## config.mk

```make
export PLATFORM = sky130hd
export DESIGN_NAME = imm_decode_stage
export DESIGN_NICKNAME = d
export VERILOG_FILES = /design/src/rtl/immgen_pkg.sv /design/src/rtl/imm_decode.sv /design/src/rtl/imm_decode_stage.sv
export SDC_FILE = /design/constraint.sdc
export NUM_CORES = 1
export LEC_CHECK = 0
export CAP_MARGIN = 5
export CELL_PAD_IN_SITES_DETAIL_PLACEMENT = 1
export CELL_PAD_IN_SITES_GLOBAL_PLACEMENT = 2
export CORE_UTILIZATION = 33
export CTS_CLUSTER_SIZE = 14
export DETAILED_ROUTE_END_ITERATION = 8
export HOLD_SLACK_MARGIN = 0.02
export PLACE_DENSITY = 0.87
export SETUP_SLACK_MARGIN = 0.05
export SLEW_MARGIN = 20
export SYNTH_ARGS = -nofsm -noshare
export SYNTH_HDL_FRONTEND = slang
export SYNTH_SLANG_ARGS = --single-unit
```

## constraint.sdc

```tcl
create_clock -name clk -period 12.7 [get_ports clk]
set_input_delay 3.81 -clock clk [delete_from_list [all_inputs] [get_ports clk]]
set_output_delay 3.81 -clock clk [all_outputs]
set_load 0.02 [all_outputs]
```

## src/rtl/immgen_pkg.sv

```systemverilog
// immgen_pkg: shared format codes, opcodes, occupancy states and entry layout for imm_decode_stage.
package immgen_pkg;
  typedef enum logic [2:0] {
    FMT_NONE  = 3'd0,
    FMT_I     = 3'd1,
    FMT_S     = 3'd2,
    FMT_B     = 3'd3,
    FMT_U     = 3'd4,
    FMT_J     = 3'd5,
    FMT_SHAMT = 3'd6,
    FMT_ZIMM  = 3'd7
  } imm_fmt_e;
  typedef enum logic [1:0] {EMPTY, ONE, TWO} occ_e;
  localparam logic [6:0] OPC_LOAD      = 7'b0000011;
  localparam logic [6:0] OPC_OP_IMM    = 7'b0010011;
  localparam logic [6:0] OPC_AUIPC     = 7'b0010111;
  localparam logic [6:0] OPC_OP_IMM_32 = 7'b0011011;
  localparam logic [6:0] OPC_STORE     = 7'b0100011;
  localparam logic [6:0] OPC_OP        = 7'b0110011;
  localparam logic [6:0] OPC_LUI       = 7'b0110111;
  localparam logic [6:0] OPC_OP_32     = 7'b0111011;
  localparam logic [6:0] OPC_BRANCH    = 7'b1100011;
  localparam logic [6:0] OPC_JALR      = 7'b1100111;
  localparam logic [6:0] OPC_JAL       = 7'b1101111;
  localparam logic [6:0] OPC_SYSTEM    = 7'b1110011;
  localparam int XLEN_MAX = 64;
  // Widest (RV64) entry layout; the stage narrows the address fields to DATA_WIDTH.
  typedef struct packed {
    logic [31:0]         inst;
    logic [XLEN_MAX-1:0] pc;
    logic [XLEN_MAX-1:0] imm;
    imm_fmt_e            fmt;
    logic [XLEN_MAX-1:0] pc_rel;
    logic                illegal;
  } imm_entry_t;
endpackage

```

## src/rtl/imm_decode.sv

```systemverilog
// imm_decode: combinational format decode, immediate extension and pc+imm.
// Build option IMMGEN_ZICSR_EN adds the SYSTEM zimm (CSR immediate) format.
module imm_decode
  import immgen_pkg::*;
#(
  parameter int DATA_WIDTH = 32
) (
  input  logic [31:0]           inst,
  input  logic [DATA_WIDTH-1:0] pc,
  output logic [DATA_WIDTH-1:0] imm,
  output logic [DATA_WIDTH-1:0] pc_rel,
  output imm_fmt_e              fmt,
  output logic                  illegal
);
  localparam int W = DATA_WIDTH;
  localparam bit RV64 = (DATA_WIDTH == 64);
  logic [6:0] opc;
  logic [2:0] f3;
  logic       sh_op;
  logic [5:0] shamt;
  assign opc   = inst[6:0];
  assign f3    = inst[14:12];
  assign sh_op = (f3[1:0] == 2'b01);
  // Only the RV64 OP-IMM shifts carry a sixth shamt bit; bit 30 selects arithmetic and is never immediate.
  assign shamt = (RV64 && opc == OPC_OP_IMM) ? inst[25:20] : {1'b0, inst[24:20]};
  always_comb begin
    fmt     = FMT_NONE;
    illegal = 1'b0;
    case (opc)
      OPC_LOAD, OPC_JALR: fmt = FMT_I;
      OPC_OP_IMM:         fmt = sh_op ? FMT_SHAMT : FMT_I;
      OPC_OP_IMM_32: begin
        fmt     = !RV64 ? FMT_NONE : sh_op ? FMT_SHAMT : FMT_I;
        illegal = !RV64;
      end
      OPC_STORE:          fmt = FMT_S;
      OPC_BRANCH:         fmt = FMT_B;
      OPC_LUI, OPC_AUIPC: fmt = FMT_U;
      OPC_JAL:            fmt = FMT_J;
      OPC_OP, OPC_OP_32:  fmt = FMT_NONE;
`ifdef IMMGEN_ZICSR_EN
      OPC_SYSTEM:         fmt = f3[2] ? FMT_ZIMM : FMT_NONE;
`else
      OPC_SYSTEM:         fmt = FMT_NONE;
`endif
      default:            illegal = 1'b1;
    endcase
  end
  always_comb begin
    imm = '0;
    case (fmt)
      FMT_I:     imm = W'($signed(inst[31:20]));
      FMT_S:     imm = W'($signed({inst[31:25], inst[11:7]}));
      FMT_B:     imm = W'($signed({inst[31], inst[7], inst[30:25], inst[11:8], 1'b0}));
      FMT_U:     imm = W'($signed({inst[31:12], 12'b0}));
      FMT_J:     imm = W'($signed({inst[31], inst[19:12], inst[20], inst[30:21], 1'b0}));
      FMT_SHAMT: imm = W'(shamt);
`ifdef IMMGEN_ZICSR_EN
      FMT_ZIMM:  imm = W'(inst[19:15]);
`endif
      default:   imm = '0;
    endcase
  end
  assign pc_rel = pc + imm;
endmodule

```

## src/rtl/imm_decode_stage.sv

```systemverilog
// imm_decode_stage: registered immediate decode behind a valid/ready two-entry skid buffer.
// Build option IMMGEN_ZICSR_EN enables the SYSTEM zimm format in the decoder.
module imm_decode_stage
  import immgen_pkg::*;
#(
  parameter int DATA_WIDTH = 32
) (
  input  logic                  clk,
  input  logic                  rst_n,
  input  logic                  flush,
  input  logic                  in_valid,
  output logic                  in_ready,
  input  logic [31:0]           in_inst,
  input  logic [DATA_WIDTH-1:0] in_pc,
  output logic                  out_valid,
  input  logic                  out_ready,
  output logic [31:0]           out_inst,
  output logic [DATA_WIDTH-1:0] out_pc,
  output logic [DATA_WIDTH-1:0] out_imm,
  output logic [2:0]            out_fmt,
  output logic [DATA_WIDTH-1:0] out_pc_rel,
  output logic                  out_illegal
);
  typedef struct packed {
    logic [31:0]           inst;
    logic [DATA_WIDTH-1:0] pc;
    logic [DATA_WIDTH-1:0] imm;
    imm_fmt_e              fmt;
    logic [DATA_WIDTH-1:0] pc_rel;
    logic                  illegal;
  } entry_t;
  entry_t                dec, main_q, skid_q;
  occ_e                  st, st_nxt;
  logic                  acc, drn;
  logic [DATA_WIDTH-1:0] d_imm, d_rel;
  imm_fmt_e              d_fmt;
  logic                  d_ill;
  imm_decode #(.DATA_WIDTH(DATA_WIDTH)) u_dec (
    .inst   (in_inst),
    .pc     (in_pc),
    .imm    (d_imm),
    .pc_rel (d_rel),
    .fmt    (d_fmt),
    .illegal(d_ill)
  );
  assign dec       = '{inst: in_inst, pc: in_pc, imm: d_imm, fmt: d_fmt, pc_rel: d_rel, illegal: d_ill};
  assign in_ready  = (st != TWO);
  assign out_valid = (st != EMPTY);
  assign acc       = in_valid & in_ready & !flush;
  assign drn       = out_valid & out_ready & !flush;
  always_comb begin
    st_nxt = st;
    case (st)
      EMPTY:   st_nxt = acc ? ONE : EMPTY;
      ONE:     st_nxt = (acc & !drn) ? TWO : (!acc & drn) ? EMPTY : ONE;
      default: st_nxt = drn ? ONE : TWO;
    endcase
    if (flush) st_nxt = EMPTY;
  end
  always_ff @(posedge clk) begin
    if (!rst_n) begin
      st     <= EMPTY;
      main_q <= '0;
      skid_q <= '0;
    end else begin
      st <= st_nxt;
      if (st == TWO && drn) main_q <= skid_q;
      else if (acc && (st == EMPTY || drn)) main_q <= dec;
      if (acc && st == ONE && !drn) skid_q <= dec;
    end
  end
  assign out_inst    = main_q.inst;
  assign out_pc      = main_q.pc;
  assign out_imm     = main_q.imm;
  assign out_fmt     = main_q.fmt;
  assign out_pc_rel  = main_q.pc_rel;
  assign out_illegal = main_q.illegal;
endmodule

```

* After elaboration in Yosys (flattened, before gate mapping)
Index checks and enable logic that the tools add are counted.
** Cells by class
- Add/subtract/negate cells :: 1
- Multiply operators :: 0
- Div/mod/pow operators :: 0
- Order comparisons :: 0
- Equal/unequal tests :: 21
- Shifts and indexed selects :: 0
- Mux-type cells :: 11
- Bitwise operators :: 7
- Reductions and logical operators :: 15
** Operator list (number)
- $mux 132 :: 2
- $pmux 32 s6 :: 1
- $add 32x32->32 :: 1
- $eq 7x6->1 const B :: 4
- $eq 7x7->1 const B :: 4
- $pmux 3 s6 :: 1
- $eq 7x5->1 const B :: 2
- $reduce_or 11->1 :: 1
- $eq 3x3->1 const B :: 3
- $eq 7x2->1 const B :: 1
- $and 1x1->1 :: 6
- $eq 3x2->1 const B :: 2
- $reduce_or 2->1 :: 3
- $eq 2x1->1 const B :: 2
- $logic_and 1x1->1 :: 4
- $mux 2 :: 2
- $pmux 2 s2 :: 1
- $reduce_bool 2->1 :: 2
- $eq 3x1->1 const B :: 1
- $logic_not 1->1 :: 3
- $mux 1 :: 3
- $mux 3 :: 1
- $eq 2x2->1 const B :: 1
- $logic_not 2->1 :: 1
- other kinds (3) :: 3
** Word-level totals
- Register bits :: 266
- Bits in latches :: 0
- Memory bits (writable) :: 0
- ROM bits :: 0
- Input bits :: 69
- Output and inout bits :: 134
- Memories :: 0

* Logic depth before layout (Yosys ltp)
Gate-level depths: netlist of the first run.
- Depth in word-level cells :: 8
- Mapped depth :: 19
- Gate-level depth less buffers :: 18

* Modules after synthesis
Synthesis of the first run repeated with hierarchy kept, for this count alone.
** Unflattened totals
- Cell total of the unflattened synthesis :: 1529
- Area, all modules :: 14128.6 µm²
** Modules (own cells, without submodules)
- imm_decode_stage :: instances 1, cells each 1223, area each 11967.7 µm², sequential area each 5325.1 µm²
- imm_decode :: instances 1, cells each 306, area each 2160.8 µm², sequential area each 0.0 µm²

* Least setup slack after synthesis of the first run
Ideal clock, no wire load.
- Path type :: input -> register
- Start point :: in in_inst[2]
- End point :: reg main_q (netlist bit out_pc_rel[30])
- Library setup time :: 0.138 ns
- Arrival :: 7.861 ns
- Path slack :: 4.702 ns
- Stages on the path :: 19
- Path through :: buf_6 -> or4_1 -> a311oi_2 -> nor2_2 -> or3_4 -> a21boi_4 -> a21oi_1 -> inv_1 -> ha_1 -> buf_2 -> and4_1 -> and3_1 -> a221o_1 -> a211oi_1 -> o21ai_0 -> nor2b_1 -> o21ai_1 -> xnor2_1 -> o221ai_1
** On the way
- Word-level cells in the longest chain between the ends :: 8
- Elaborated cells on any way between the ends :: 21
- Those cells by class :: add/sub (1); eq/ne (14); mux (4); reduce/logical (2)
** Ends and longest elaborated chain
- from (decl) :: line imm_decode_stage.sv:13 : input logic [31:0] in_inst,
- $eq 7x6->1 (tied with other cells) :: line imm_decode.sv:29 : case (opc)
- $reduce_or 2->1
- $pmux 3 s6 (*) :: line imm_decode.sv:29
- $eq 3x3->1 (tied with other cells) :: line imm_decode.sv:51 : case (fmt)
- $pmux 32 s6 (*) :: line imm_decode.sv:51
- named net d_imm[13] :: line imm_decode_stage.sv:35 : logic [DATA_WIDTH-1:0] d_imm, d_rel;
- $add 32x32->32 (*) :: line imm_decode.sv:64 : assign pc_rel = pc + imm;
- $mux 132 (*) :: line imm_decode_stage.sv:68 : else if (acc && (st == EMPTY || drn)) main_q <= dec;
- $mux 132 (*) :: line imm_decode_stage.sv:67 : if (st == TWO && drn) main_q <= skid_q;
- to (signal assigned) :: line imm_decode_stage.sv:67
- to (decl) :: line imm_decode_stage.sv:32 : entry_t dec, main_q, skid_q;
The timed path passes the listed nets; every way through them passes the cells marked *. The select of a mux whose other input is x is not followed.
A chain may end at the register's enable or synchronous reset.

* Final worst setup path of the first run
Ends and elaborated chain as after synthesis.

==> results.md, run 1 <==
* Result of the run: finished, final reports clean
* Vertical die dimension at between 150 and 200 um
* Standby leakage power at roughly 0.006 uW
* Cell occurring most often along the worst timing path: and3_1
* Kind of end point of the critical path: register
* Initial antenna violation count at 0
* Yosys reg bits at ~270
* Kind of critical path: input port to register
* Count of nets after finishing at between 1,500 and 2,000
* Total power per unit cell area at about 140 mW/mm^2
* Slew at the pin closest to its max-slew limit at roughly 1000 ps
* Number of enable flip-flop cells after synthesis at 0
* Average wire length per cell after detail routing at 20.0 um
* Post CTS Setup Buffer Count at 0
* Cell family with most CP delay: compound AO/OA/AOI/OAI gates
* Detailed-route wire length at approximately 46 mm
* Main flop type after synthesis: dfxtp_1
* Number of setup violations in the final report at 0
* Synthesized net count at about 1,700
* Ordered list of cells on the worst path: clkdlybuf4s50_1 > or4_1 > a311oi_2 > nor2_2 > or3_4 > a21boi_4 > a21oi_1 > inv_1 > ha_1 > and3_1 > and3_1 > a221o_1 > a211oi_1 > o21ai_0 > nor2b_1 > o21ai_1 > xnor2_1 > o221ai_1
* Drt first pass iters at 7
* Placement Rows at 70
* Number of buffers created by CTS at 34
* Fill cells at 4,405
* Share of post-route cells with drive strength above 1 at 0.0496
* Combined buffer and inverter count along the critical path at 2
* Slew Limit Fails at 0
* Total non-filler cell area in the finished layout at ~0.016 mm^2
* Cell count after synthesis at ~1,600
* Worst clock skew on the final layout at between 10 and 15 ps
* Global-route usage over all layers at 0.232
* Distinct cell type count after synthesis at between 60 and 70
* Total half-perimeter wirelength after legalization and detailed placement at 31.2 mm
* Buffers added on ports at just over 200
* Post-synthesis average cell area at 7.64 um^2
* Routability congestion estimate at 0.883
* Via count of the first global-routing pass at about 12,000
* Netlist area before placement at 0.0125 mm^2
* Via Count at 12,161
* Area of the core region at between 0.03 and 0.04 mm^2
* Leading cell type in the layout, fill and taps excluded: nand2_1
* Detailed-route DRC error count at 0
* Starting density of the core at 0.338
* Total grt overflow at 0
* IO Count at just over 200
* Final period demand of the worst path at between 8000 and 9000 ps
* Worst-case headroom to the max-slew limit at 0.306
* Max Cap Violations at 0
* Antenna Cells at 0
* Part of the cycle the worst path needs at 0.705
* Worst-path maximum fanout at 11
* Worst hold path type: register to register
* Area of placed instances at between 0.01 and 0.015 mm^2
* Final-layout worst hold slack at around 450 ps
* H-tree depth reported by CTS at 2
* Critical path startpoint category: input port
* Post-Route Utilization at 0.429
* Wire length of the first global-routing pass at about 70 mm
* CTS tree: built
* RSZ-0062 raised after global routing: no
* Die area at 0.0385 mm^2
* Slowest Stage Delay on Critical Path at ~600 ps
* Share of synthesized registers carrying an async set or reset at 0
* Initial drt markers at about 660
* Commonest non-fill, non-tap cells in the layout: 372 x nand2_1, 266 x dfxtp_1, 204 x nor2_1
* Crit path required time at around 13,000 ps
* Clock sink count at 266
* Width of the die at between 150 and 200 um
* Post-cts repair resize count at 0
* Worst EP arrival at ~9300 ps
* Maximum number of pins on one net before global-route repair at about 190
* Antenna viol nets, final at 0
* Number of endpoints with negative hold slack in the final report at 0
* Number of synthesis warnings at 0
* Peak supply drop at roughly 0.073 mV
* Max Clk Rate at roughly 0.11 GHz
* Clock transition at path regs at ~60 ps
* Signed area change from the synthesized netlist to the final layout at 27.0%
* Setup TNS after final layout at 0 ps
* Hold Buf Count CTS at 0
* Via density per instance at ~5.3
* Longest Clk Path Bufs at 3
* Sequential cell area fraction in the yosys report at 0.427
* Critical-path cell with the highest stage delay: or4_1
* Insertion delay of the later-clocked pin in the worst-skew pair at 510 ps
* Root buf cell: clkbuf_16
-- where the power goes --
part | internal [uW] | switching (uW) | leakage [uW]
combinational | 112 | 168 | 0.00329
clock | 603 | 379 | 0.000564
sequential | 864 | 17.9 | 0.00217
total | 1580 | 565 | 0.00602
-- flip-flops by register name (all words and copies together) (netlist names) --
| signal | cells |
|---|---|
| st | 2 |
| out_fmt | 3 |
| out_illegal | 1 |
| out_imm | 32 |
| skid_q | 132 |
| out_inst | 32 |
| out_pc | 32 |
| out_pc_rel | 32 |
-- worst min-delay path: stages, from the launching register on --
cell	delay [ps]
dfxtp_1	310
nand2_1	50
a21oi_1	50
-- path summary, 6_finish.rpt --
path | start | to | slack (ps) | cells past startpoint
worst max-delay path | in_inst[2] | out_pc_rel[30] | 3750 | 18
worst min-delay path | skid_q[118] | skid_q[118] | 450 | 2
worst max register to register | st[1] | out_pc[13] | 9680 | 7
worst min register to register | skid_q[118] | skid_q[118] | 450 | 2
-- stage by stage --
stage / cells / worst slack [ps] / power [uW]
2_1_floorplan: 1631 / 4700 / 1050
3_3_place_gp: 2218 / 3540 / 1180
3_5_place_dp: 2218 / 3270 / 1180
4_1_cts: 2278 / 3790 / 2170
5_1_grt: 2278 / 3440 / 2230
6_report: 2278 / 3750 / 2150
-- per-layer routing --
| layer | wire length, um | track usage | share of wire |
|---|---|---|---|
| met5 | 0 | 0 | 0 |
| met1 | 20400 | 0.301 | 0.45 |
| met4 | 1300 | 0.0738 | 0.028 |
| met3 | 2190 | 0.0388 | 0.048 |
| met2 | 21600 | 0.391 | 0.47 |
-- synthesized netlist by cell type (all sizes together), types with 4 or more instances --
master | count | share of area
buf | 17 | 0.0092
mux2i | 6 | 0.0048
a31oi | 5 | 0.0025
a21o | 12 | 0.0072
nand4 | 4 | 0.0020
ha | 32 | 0.032
a21oi | 190 | 0.076
inv | 36 | 0.011
nand2b | 6 | 0.0030
and2 | 10 | 0.0050
nor3b | 4 | 0.0024
xor2 | 12 | 0.0084
nand2 | 374 | 0.11
nor3 | 14 | 0.0056
dfxtp | 266 | 0.43
and3 | 9 | 0.0045
nand3 | 27 | 0.011
a311oi | 80 | 0.057
o21ai | 62 | 0.025
clkbuf | 108 | 0.033
xnor2 | 15 | 0.011
a211oi | 55 | 0.033
nor2b | 12 | 0.0060
nor2 | 207 | 0.063
o31ai | 4 | 0.0024
a22oi | 4 | 0.0024
o211ai | 11 | 0.0066
-- final cells by class --
type	instances	area, um^2	area share
timing repair buffer	212	2110	0.133
sequential	266	5330	0.336
clock inverter	7	78.8	0.00498
clock buffer	53	1070	0.0678
multi-input combinational	1200	6470	0.409
tap	504	631	0.0398
inverter	36	140	0.00885
-- cell families after synthesis --
| family | after synthesis | share of synthesized area |
|---|---|---|
| xor gates and xnor gates | 27 | 0.0190 |
| DFF | 266 | 0.427 |
| and+or+nand+nor | 681 | 0.224 |
| adders and majority gates | 33 | 0.0337 |
| AOI/OAI and AO/OA | 452 | 0.234 |
| buffers and inverters | 165 | 0.0560 |
| muxes | 7 | 0.00572 |
Note: power is estimated with default switching activity, not from simulation.
==> run 2: changes to the inputs <==
Settings changed: CORE_UTILIZATION 33 to 28, PLACE_DENSITY 0.87 to 0.79.
Clock period 12.7 ns to 7.84 ns, I/O delays scaled along.
==> run 2 against run 1 <==
Clock skew is 1.2 ps higher. Design area is 1.4% higher. Utilization is 6.0 points lower. First-iteration DRC count is 14% higher. Count of clock-buffer cells in the layout is 2 higher. Flip-flop and latch count stayed put. Register-to-register slack worse by 4500 ps. Critical endpoint unchanged. Global-route usage is 2.2 points lower. Sequential share of layout area is 0.47 points lower.
==> results.md, run 2 (synthesis results as in run 1) <==
* Result of the run: finished, final reports clean
* Antenna viol nets, final at 0
* Slowest Stage Delay on Critical Path at 580 ps
* Ordered list of cells on the worst path: clkdlybuf4s50_1 > or4_1 > a311oi_2 > nor2_2 > or3_4 > a21boi_4 > a21oi_1 > inv_1 > ha_1 > and4_1 > and3_1 > a221o_1 > a211oi_1 > o21ai_0 > nor2b_1 > o21ai_1 > xnor2_1 > o221ai_1
* Worst R2R Setup Slack at 5190 ps
* Final period demand of the worst path at between 7000 and 8000 ps
* Capturing element of the worst setup path: out_pc_rel[30]
* Total power per unit cell area at between 200 and 250 mW/mm^2
* Origin of the critical flop-to-flop path: st[0]
* Total non-filler cell area in the finished layout at approximately 0.016 mm^2
* Share of post-route cells with drive strength above 1 at 0.0558
* Power after layout at around 3500 uW
* CTS tree: built
* Initial antenna violation count at 0
* Longest Clk Path Bufs at 3
* Critical-path cell with the highest stage delay: or4_1
* Number of buffers created by CTS at 34
* Area of placed instances at about 0.015 mm^2
* Vertical die dimension at around 210 um
* Detailed-route DRC error count at 0
* Slew at the pin closest to its max-slew limit at around 1000 ps
* Commonest non-fill, non-tap cells in the layout: 372 x nand2_1, 266 x dfxtp_1, 204 x nor2_1
* Insertion delay of the later-clocked pin in the worst-skew pair at about 540 ps
* Largest reg by FF count: skid_q
* Width of the die at roughly 210 um
* Critical path startpoint category: input port
* Clock sink count at roughly 270
* Signed area change from the synthesized netlist to the final layout at 28.8%
* Worst clock skew on the final layout at around 15 ps
* Antenna Cells at 0
* Worst-path maximum fanout at 9
* Die area at around 0.045 mm^2
* Average wire length per cell after detail routing at 20.0 um
* Worst hold path type: register to register
* Peak supply drop at 0.134 mV
* Kind of end point of the critical path: register
* Post-cts repair resize count at 0
* Slew Limit Fails at 0
* Worst EP arrival at between 7000 and 8000 ps
* Starting density of the core at 0.287
* Via count of the first global-routing pass at around 12,000
* Number of flip-flops under the largest register name at roughly 130
* Crit path required time at ~8000 ps
* Clock transition at path regs at 60 ps
* Area of the core region at between 0.04 and 0.05 mm^2
* Detailed-route wire length at ~48 mm
* Number of setup violations in the final report at 0
* Kind of critical path: input port to register
* Total grt overflow at 0
* Max Clk Rate at 0.140 GHz
* Via density per instance at ~5
* Hold Buf Count CTS at 0
* Global-route usage over all layers at 0.210
* Number of endpoints with negative hold slack in the final report at 0
* Buffers added on ports at between 200 and 250
* End of the worst register-to-register path: out_pc_rel[1]
* Final WS setup at 689 ps
* Initial drt markers at between 700 and 800
* Post CTS Setup Buffer Count at 0
* Root buf cell: clkbuf_16
* Wire length of the first global-routing pass at 72.8 mm
* Pre-CTS setup slack at 224 ps
* IO Count at ~200
* Worst Reg2Reg Path Length in Cells at 6
* Post-Route Utilization at 0.370
* Setup TNS after final layout at 0 ps
* RSZ-0062 raised after global routing: no
* Max Cap Violations at 0
* Drt first pass iters at 7
* Part of the cycle the worst path needs at 0.912
* Via Count at between 10,000 and 15,000
* Routability congestion estimate at 0.886
* Count of nets after finishing at 1,868
* H-tree depth reported by CTS at 2
* Worst-case headroom to the max-slew limit at 0.318
* Maximum number of pins on one net before global-route repair at 128
* Worst setup startpoint: in_inst[2]
* Placement Rows at 76
* Standby leakage power at 0.00609 uW
* Leading cell type in the layout, fill and taps excluded: nand2_1
* Total half-perimeter wirelength after legalization and detailed placement at 33.1 mm
==> run 2: critical path, delay by kind of cell <==
family                   cells  cell delay [ps]
buffers and inverters        2              530
adder cells (fa/ha/maj)      1              310
AND/OR/NAND/NOR              6             1950
AO/OA/AOI/OAI                8             2190
XOR/XNOR                     1              190
==> run 2: final cells by class <==
class                      instances  area, um^2
clock buffer                      55        1070
multi-input combinational       1200        6470
clock inverter                     6        57.6
inverter                          36         140
timing repair buffer             228        2250
fill                            5212       27400
sequential                       266        5330
tap                              585         732
==> run 2: worst min path at each step <==
stage | start | to | slack, ps | cells past startpoint
finish | skid_q[122] | skid_q[122] | 460 | 2
floorplan | skid_q[26] | skid_q[26] | 440 | 2
global route | skid_q[88] | skid_q[88] | 470 | 2
detailed placement | skid_q[120] | skid_q[120] | 450 | 2
CTS | skid_q[120] | skid_q[120] | 460 | 2
global placement | skid_q[26] | skid_q[26] | 440 | 2
==> run 2: stage by stage <==
step	hold slack, ps	cells
finish	455	2376
global route	468	2376
global placement	442	2315
CTS	456	2376
detailed placement	447	2315
floorplan	436	1631
==> run 2: routing by layer <==
layer / GRT usage / vias to the layer above / share of wire
met2: 0.346 / 258 / 0.46
li1: - / 5897 / -
met5: 0 / - / 0
met1: 0.281 / 5914 / 0.47
met3: 0.0312 / 56 / 0.044
met4: 0.0680 / 0 / 0.024
==> run 2: where the power goes <==
part	switching (uW)	total, uW	internal (uW)
Combinational	277	464	187
Clock	612	1580	969
Sequential	29.4	1430	1400
==> run 3: changes to the inputs <==
Settings changed: ABC_AREA set to 1, CORE_UTILIZATION 28 to 27, CTS_CLUSTER_SIZE 14 to 20, PLACE_DENSITY 0.79 to 0.78.
==> run 3 against run 2 <==
Count of clock-buffer cells in the layout fell by 8. Non-clock buffer count fell by 15. Sequential share of layout area fell by 1.1 points. Synthesized cell count rose by 18%. Highest routed layer is now met5. Die area rose by 9.2%. Sequential power barely moved. Design area rose by 3.6%. Critical endpoint is now out_pc_rel[18]. Critical path type unchanged. Clock power barely moved.
==> results.md, run 3 <==
* Post CTS Setup Buffer Count at 0
* Ordered list of cells on the worst path: clkdlybuf4s50_1 > nand2_2 > inv_1 > nand2_1 > nor4_1 > nor2_1 > o22ai_1 > ha_1 > inv_1 > fa_1 > nand3b_1 > nand2_1 > nand3_1 > nand2_1 > nand2_1 > nand2_1 > nand2_1 > nand3_1 > nand3_1 > nand2_1 > a21oi_1
* Cell occurring most often along the worst timing path: nand2_1
* Max layer used: met5
* Buffers added on ports at between 200 and 250
* Cell count after synthesis at 1,930
* CTS tree: built
* Antenna viol nets, final at 0
* Initial drt markers at between 700 and 800
* Final-layout worst hold slack at ~460 ps
* Clock sink count at roughly 270
* Number of synthesis warnings at 0
* Number of enable flip-flop cells after synthesis at 0
* Total half-perimeter wirelength after legalization and detailed placement at 37.1 mm
* Yosys reg bits at around 270
* Cell family with most CP delay: simple AND/OR/NAND/NOR gates
* Clock transition at path regs at approximately 60 ps
* Worst clock skew on the final layout at approximately 30 ps
* Worst EP arrival at 6200 ps
* Worst-path maximum fanout at 5
* Slowest Stage Delay on Critical Path at 520 ps
* Starting density of the core at 0.275
* Area of the core region at about 0.048 mm^2
* Vertical die dimension at ~220 um
* Most frequent cells after synthesis: 346 x nand2_1, 327 x a21oi_1, 266 x dfxtp_1
* Routability congestion estimate at 0.894
* Main flop type after synthesis: dfxtp_1
* Critical-path cell with the highest stage delay: clkdlybuf4s50_1
* Share of post-route cells with drive strength above 1 at 0.0456
* Longest Clk Path Bufs at 3
* Max Clk Rate at roughly 0.17 GHz
* Detailed-route DRC error count at 0
* Standby leakage power at between 0.007 and 0.008 uW
* Initial antenna violation count at 3
* Worst-case headroom to the max-slew limit at 0.398
* Slew Limit Fails at 0
* Worst hold path type: register to register
* Via count of the first global-routing pass at around 14,000
* Sequential cell area fraction in the yosys report at 0.405
* Peak supply drop at between 0.08 and 0.09 mV
* Via density per instance at slightly below 5
* Antenna Cells at 0
* H-tree depth reported by CTS at 2
* IO Count at about 200
* Post-synthesis average cell area at around 6.8 um^2
* Drt first pass iters at 5
* Netlist area before placement at ~0.013 mm^2
* Total length of routed met3 wires at roughly 1.7 mm
* Metal-1 WL at around 25 mm
* Width of the die at 223 um
* Slew at the pin closest to its max-slew limit at between 900 and 1000 ps
* Number of endpoints with negative hold slack in the final report at 0
* Kind of critical path: input port to register
* Cell taking the most area after synthesis: dfxtp_1
* Detailed-route wire length at 52.6 mm
* Commonest non-fill, non-tap cells in the layout: 346 x nand2_1, 327 x a21oi_1, 266 x dfxtp_1
* Part of the cycle the worst path needs at 0.743
* Synth top area share at 0.405
* Synthesized net count at between 2,000 and 2,500
* Most repeated cell in the gate-level netlist after synthesis: nand2_1
* Total power per unit cell area at ~210 mW/mm^2
* Final period demand of the worst path at around 5800 ps
* Count of nets after finishing at between 2,000 and 2,500
* Die area at just under 0.05 mm^2
* RSZ-0062 raised after global routing: no
* Post-Route Utilization at 0.348
* Average wire length per cell after detail routing at 19.5 um
* Number of flip-flops under the largest register name at 132
* Global-route usage over all layers at 0.212
* Setup TNS after final layout at 0 ps
* Combined buffer and inverter count along the critical path at 3
* Maximum number of pins on one net before global-route repair at 110
* Leading cell type in the layout, fill and taps excluded: nand2_1
* Root buf cell: clkbuf_16
* Result of the run: finished, final reports clean
* Hold Buf Count CTS at 0
* Wire length of the first global-routing pass at between 80 and 90 mm
* Met2 routed wirelength at approximately 24 mm
* Total grt overflow at 0
* Via Count at approximately 13,000
* Distinct cell type count after synthesis at 37
* Critical path startpoint category: input port
* Area contributors post-synth: dfxtp_1 41%, a21oi_1 12%, nand2_1 9.9%
* Number of setup violations in the final report at 0
* Post-cts repair resize count at 0
* Placement Rows at 80
* Insertion delay of the later-clocked pin in the worst-skew pair at 550 ps
* Share of synthesized registers carrying an async set or reset at 0
* Kind of end point of the critical path: register
* Signed area change from the synthesized netlist to the final layout at 26.6%
* Fill cells at 5,937
* Largest reg by FF count: skid_q
* Max Cap Violations at 0
* Number of buffers created by CTS at 34
* Crit path required time at around 8200 ps
run 3: cell types whose count changed after synthesis, sizes merged, moves of 24 or more:
cell	change
a21oi	+137
clkbuf	-50
a311oi	-79
a211oi	-55
nand3	+45
buf	+42
nand2	-24
o21ai	+187
inv	+173
run 3: layout make-up:
type,count,area (um^2),area share
inverter,209,792,0.0476
clock buffer,47,990,0.0595
tap,615,769,0.0463
clock inverter,11,124,0.00745
multi-input combinational,1338,6530,0.393
sequential,266,5330,0.320
timing repair buffer,213,2100,0.126
run 3: metrics by stage:
stage | cells | instance area (um^2) | worst slack, ps | power [uW]
2_1_floorplan | 1930 | 13100 | 3000 | 1680
3_3_place_gp | 2641 | 15500 | 1480 | 1880
3_5_place_dp | 2641 | 15500 | 1470 | 1890
4_1_cts | 2699 | 16600 | 2020 | 3500
5_1_grt | 2699 | 16600 | 1650 | 3590
6_report | 2699 | 16600 | 2020 | 3440
run 3: power breakdown:
| group | leakage, uW | switching [uW] | internal (uW) |
|---|---|---|---|
| clock network | 0.000556 | 637 | 949 |
| logic | 0.00447 | 270 | 161 |
| registers | 0.00216 | 26.1 | 1400 |
| total | 0.00719 | 934 | 2510 |
run 3: worst reg2reg max path, stage by stage (launching register included):
cell      delay, ps
dfxtp_1         440
inv_1            70
nor2_1          220
nand3_4         490
inv_4           810
buf_4           770
nand3_1         220
o211ai_1        120
inv_1            50
run 3: kinds of logic (layout without fill, tap and decap cells):
kind of cell             after synthesis  after routing  share of synthesized area
flip-flops                           266            266                      0.405
buffers and inverters                326            480                     0.0991
XOR/XNOR                              15             15                     0.0100
adder cells (fa/ha/maj)               33             33                     0.0320
AO/OA/AOI/OAI                        622            622                      0.247
AND/OR/NAND/NOR                      668            668                      0.207
run 3: final timing paths:
| kind | from | to | slack, ps | cells after the start |
|---|---|---|---|---|
| hold reg to reg | skid_q[103] | out_inst[3] | 460 | 2 |
| setup / recovery | in_inst[0] | out_pc_rel[18] | 2020 | 21 |
| hold / removal | skid_q[103] | out_inst[3] | 460 | 2 |
| setup reg to reg | st[0] | skid_q[32] | 4560 | 8 |
run 3: per-layer routing:
metal	global-route usage	vias up
li1	-	6595
met2	0.353	241
met3	0.0296	56
met4	0.0576	4
met1	0.285	6470
met5	0	-
